**src/rtl/axi4_stream_writer_v2.sv**
```systemverilog
// AXI4-Stream master fed by a valid/ready user port through a 2-entry FIFO.
// Beats are grouped into packets of pkt_len words; TLAST and pkt_done mark packet ends.
module axi4_stream_writer_v2 #(
   parameter int C_M_AXIS_TDATA_WIDTH = 32,
   parameter int C_PKT_LEN_WIDTH      = 16
) (
   input  logic                                M_AXIS_ACLK,
   input  logic                                M_AXIS_ARESET,
   output logic                                M_AXIS_TVALID,
   output logic [C_M_AXIS_TDATA_WIDTH-1:0]     M_AXIS_TDATA,
   output logic [C_M_AXIS_TDATA_WIDTH/8-1:0]   M_AXIS_TSTRB,
   output logic                                M_AXIS_TLAST,
   input  logic                                M_AXIS_TREADY,
   input  logic                                data_valid,
   input  logic [C_M_AXIS_TDATA_WIDTH-1:0]     data,
   output logic                                ready,
   input  logic [C_PKT_LEN_WIDTH-1:0]          pkt_len,
   output logic                                pkt_done
);

   localparam int DW = C_M_AXIS_TDATA_WIDTH;
   localparam int LW = C_PKT_LEN_WIDTH;
   localparam logic [LW-1:0] LEN_ONE = LW'(1);

   typedef enum logic [1:0] {
      EMPTY = 2'd0,
      ONE   = 2'd1,
      FULL  = 2'd2
   } occ_e;

   occ_e            state_q, state_d;
   logic [DW-1:0]   head_data_q, head_data_d;
   logic [DW-1:0]   tail_data_q, tail_data_d;
   logic            head_last_q, head_last_d;
   logic            tail_last_q, tail_last_d;
   logic            ready_q, ready_d;
   logic            done_q, done_d;
   logic [LW-1:0]   cnt_q, cnt_d;
   logic [LW-1:0]   len_q, len_d;
   logic [LW-1:0]   len_eff;
   logic            in_last;
   logic            accept;
   logic            xfer;

   assign M_AXIS_TVALID = (state_q != EMPTY);
   assign M_AXIS_TDATA  = head_data_q;
   assign M_AXIS_TLAST  = head_last_q;
   assign M_AXIS_TSTRB  = '1;
   assign ready         = ready_q;
   assign pkt_done      = done_q;

   assign accept = data_valid & ready_q;
   assign xfer   = M_AXIS_TVALID & M_AXIS_TREADY;

   // Packet tagging: the first beat uses the live pkt_len so a 1-beat packet is tagged at once.
   always_comb begin
      // NOTE: every always_comb output gets a default first so no path can infer a latch.
      len_eff = len_q;
      cnt_d   = cnt_q;
      len_d   = len_q;
      if (cnt_q == '0) begin
         len_eff = (pkt_len == '0) ? LEN_ONE : pkt_len;
      end
      in_last = (cnt_q == (len_eff - LEN_ONE));
      if (accept) begin
         len_d = len_eff;
         cnt_d = in_last ? '0 : (cnt_q + LEN_ONE);
      end
   end

   always_comb begin
      state_d     = state_q;
      head_data_d = head_data_q;
      head_last_d = head_last_q;
      tail_data_d = tail_data_q;
      tail_last_d = tail_last_q;
      unique case (state_q)
         EMPTY: begin
            if (accept) begin
               head_data_d = data;
               head_last_d = in_last;
               state_d     = ONE;
            end
         end
         ONE: begin
            unique case ({accept, xfer})
               2'b11: begin
                  head_data_d = data;
                  head_last_d = in_last;
               end
               2'b10: begin
                  tail_data_d = data;
                  tail_last_d = in_last;
                  state_d     = FULL;
               end
               2'b01:   state_d = EMPTY;
               default: state_d = ONE;
            endcase
         end
         FULL: begin
            // ready is low here, so only a drain can happen
            if (xfer) begin
               head_data_d = tail_data_q;
               head_last_d = tail_last_q;
               state_d     = ONE;
            end
         end
         default: state_d = EMPTY;
      endcase
      ready_d = (state_d != FULL);
      done_d  = xfer & head_last_q;
   end

   always_ff @(posedge M_AXIS_ACLK or posedge M_AXIS_ARESET) begin
      if (M_AXIS_ARESET) begin
         state_q     <= EMPTY;
         head_data_q <= '0;
         head_last_q <= 1'b0;
         tail_data_q <= '0;
         tail_last_q <= 1'b0;
         ready_q     <= 1'b0;
         done_q      <= 1'b0;
         cnt_q       <= '0;
         len_q       <= LEN_ONE;
      end else begin
         // NOTE: non-blocking assignments so every register samples pre-edge values.
         state_q     <= state_d;
         head_data_q <= head_data_d;
         head_last_q <= head_last_d;
         tail_data_q <= tail_data_d;
         tail_last_q <= tail_last_d;
         ready_q     <= ready_d;
         done_q      <= done_d;
         cnt_q       <= cnt_d;
         len_q       <= len_d;
      end
   end

endmodule

```
**config.mk**
```make
export PLATFORM = sky130hd
export DESIGN_NAME = axi4_stream_writer_v2
export DESIGN_NICKNAME = d
export VERILOG_FILES = /design/src/rtl/axi4_stream_writer_v2.sv
export SDC_FILE = /design/constraint.sdc
export NUM_CORES = 1
export LEC_CHECK = 0
export ABC_AREA = 1
export BUFFER_PORTS_ARGS = -buffer_cell sky130_fd_sc_hd__buf_4
export CELL_PAD_IN_SITES_DETAIL_PLACEMENT = 1
export CELL_PAD_IN_SITES_GLOBAL_PLACEMENT = 1
export CORE_UTILIZATION = 43
export CTS_BUF_LIST = sky130_fd_sc_hd__clkbuf_4 sky130_fd_sc_hd__clkbuf_8
export DETAILED_ROUTE_END_ITERATION = 10
export PLACE_DENSITY = 0.81
export SYNTH_ARGS = -nofsm -noshare
export SYNTH_HDL_FRONTEND = slang
export SYNTH_SLANG_ARGS = --single-unit
export TNS_END_PERCENT = 50
```
**constraint.sdc**
```tcl
create_clock -name M_AXIS_ACLK -period 3.3 [get_ports M_AXIS_ACLK]
set_input_delay 0.165 -clock M_AXIS_ACLK [delete_from_list [all_inputs] [get_ports M_AXIS_ACLK]]
set_output_delay 0.165 -clock M_AXIS_ACLK [all_outputs]
set_load 0.02 [all_outputs]
```
==> key figures <==
GRT
  • Met2 Track Usage GR: 43.8%
  • Global route overflow: 0
  • Most crowded layer after global routing: met2
  • M3 GR Usage: 5.98%
  • Met1 global-route usage: 29.1%
  • First-pass GRT wire length: 25.2 mm
  • Initial antenna violation count: 0
  • Total track usage: 24.9%
  • Largest net degree at the start of global routing: 68
  • Number of global-route vias before repair: 5259

STA
  • Final Setup Violations: 0
  • Fin Setup TNS: 0 ns
  • Tmin final: 3.07 ns
  • Clock skew: 0.0105 ns
  • Min setup slack post-route: 0.225 ns
  • Max Clk Rate: 325 MHz
  • Endpoints failing hold: 0
  • Unrepaired setup endpoints after global routing: false
  • Slew @ Worst Pin: 0.818 ns
  • Slew headroom: 45.5%
  • Slew Viols, Final: 0
  • Tcrit/Tclk final: 93.2%

Routing
  • DRT iter0 DRCs: 171
  • # DRC: 0
  • WL per Instance: 16.1 um
  • Final ANT Viol Nets: 0
  • DR vias/cell: 5.13
  • DR pass1 iterations: 4
  • WL final: 15.1 mm
  • DR vias: 4816

Job
  • Max_cap viols: 0

Die
  • Die area: 13100 sq um
  • Core box area: 12200 sq um
  • Row cnt: 40
  • Chip height: 115 um
  • Ports: 92
  • Initial Util: 44.7%
  • Chip width: 115 um

Layout
  • ANT cells: 0
  • Final nets: 822
  • Synth-to-layout area growth: 23.0%
  • Finished Cell Area: 6710 sq um
  • Layout cell share with drive strength beyond 1: 26.2%

Synth
  • Cell taking the most area after synthesis: dfrtp_1
  • Synth Area per Inst: 8.24 sq um
  • EDFF count, synth: 0
  • Ys async rst share: 100%
  • Distinct cells, synth: 35
  • Synth cell count leaders: nand2_1, dfrtp_1, nor2_1
  • Synthesized flop and latch total: 102
  • Yosys warns: 0
  • Primary FF master, synth: dfrtp_1
  • Post-synthesis sequential area ratio: 46.8%
  • Post-synth top area share: 46.3%
  • Mapped Cells: 662
  • Top post-synthesis cells by area: dfrtp_1, nand2_1, mux2_2
  • Post-Syn Area: 5450 sq um
  • Most numerous cell in the Yosys netlist: nand2_1

Pwr
  • Pwr per Cell Area: 805 nW/um^2
  • Leakage: 0.00321 uW
  • Worst VDD drop: 0.498 mV

Critical path
  • Critical path fanouts, max: 14
  • Crit end category: register
  • CP Class: register to register
  • Required @ worst endpoint: 3.59 ns
  • Startpoint types: register
  • Arr. time, crit path: 3.36 ns

Place
  • Gpl congestion: 0.889
  • Hpwl dp: 11.0 mm
  • Dpl cell area: 6330 sq um
  • Pre-CTS setup slack: 0.0618 ns
  • # port buffers: 87

CTS
  • H-tree Lvls: 3
  • Max Buffers Root-to-Sink: 2
  • Reg clk slew, reported paths: 0.11 ns
  • Clock Sinks: 102
  • CTS Root Cell: clkbuf_8
  • CTS buffer count: 9
  • Clock Latency Late Sink: 0.40 ns
  • CTS tree: done

Min path
  • HP Class: input pin to register

Outcome
  • Status: finished, final reports clean
==> final timing paths <==
kind / endpoint / startpoint / slack, ns / cells after the start
max: cnt_q[15] / cnt_q[0] / 0.23 / 21
min: tail_data_q[11] / data[11] / 0.006 / 2
max reg2reg: cnt_q[15] / cnt_q[0] / 0.23 / 21
min reg2reg: len_q[14] / len_q[14] / 0.49 / 2
max in group asynchronous: len_q[0] / M_AXIS_ARESET / 1.99 / 4
min in group asynchronous: M_AXIS_TDATA[8] / M_AXIS_ARESET / 0.49 / 3
==> sequential cells by signal, summed over array words and instances (netlist names) <==
name,flops
M_AXIS_TDATA,32
pkt_done,1
ready,1
state_q,2
M_AXIS_TLAST,1
tail_data_q,32
tail_last_q,1
len_q,16
cnt_q,16
==> critical path: stages (launching register included) <==
cell	delay, ns
dfrtp_2	0.45
inv_2	0.09
ha_1	0.19
nand2_2	0.08
nor2_4	0.15
nand2_4	0.07
buf_4	0.18
nand2_1	0.06
nand2_1	0.14
nor2_4	0.19
nand2_1	0.11
nor2_4	0.23
nand2_1	0.07
nand2_1	0.06
nand2_1	0.05
nor2_1	0.15
nand2_1	0.10
nor2_2	0.13
nand3_4	0.13
nor2_4	0.13
buf_12	0.16
nor2_1	0.05
==> repair_timing <==
item / in CTS / in global routing
hold buffers: 9 / 2
hold endpoints to repair: 73 / 2
endpoints found under the setup margin: 0 / 18
resized for setup: 0 / 10
setup buffers: 0 / 4
==> per-stage QoR <==
step	std cells	power (uW)	utilization, %	hold slack (ns)
final	938	5400	54.9	0.00581
after detailed placement	907	4490	51.8	0.387
after global routing	938	5780	54.9	0.000237
after CTS	932	5360	54.3	0.000331
after global placement	907	4340	51.8	0.379
after floorplan	665	3640	-	0.316
==> where the power goes <==
part / internal, uW / switching [uW] / total [uW]
logic: 1020 / 1410 / 2430
clock network: 404 / 466 / 870
registers: 1750 / 348 / 2100
total: 3170 / 2220 / 5400
==> logic make-up (layout without fill, tap and decap cells) <==
group,Yosys count,count (layout),share of synthesized area [%]
other,1,4,0.0688
AO/OA/AOI/OAI,57,57,6.22
multiplexers,33,33,6.79
XOR/XNOR,23,23,3.69
buffers and inverters,76,181,5.96
flip-flops,102,102,46.8
AND/OR/NAND/NOR,365,365,29.3
adder cells (fa/ha/maj),5,5,1.15
==> routing by layer <==
metal	up-vias	wire [um]
li1	2318	-
met1	2388	6380
met2	83	7670
met3	27	650
met4	0	365
met5	-	0
==> final cells by class <==
| cell class | count | area, sq um |
|---|---|---|
| fill | 1519 | 5500 |
| multi-input combinational | 487 | 2620 |
| sequential | 102 | 2560 |
| timing repair buffer | 117 | 931 |
| tap | 168 | 210 |
| inverter | 48 | 183 |
| clock buffer | 12 | 159 |
| clock inverter | 4 | 52.6 |
==> cells in the final DEF (no fill, tap or decap), drive strengths merged, types with 2 or more instances in the layout <==
cell type,n
xnor2,4
dfrtp,101
nand2,204
o21ai,18
clkbuf,12
xor2,19
a31oi,36
conb,4
ha,5
nor4,2
buf,106
nor2,104
dlygate4sd3,11
nor3,4
inv,49
mux2,32
nand4,4
clkinv,2
nand3,42
nand3b,4
Power figures use the tool's default switching activity.
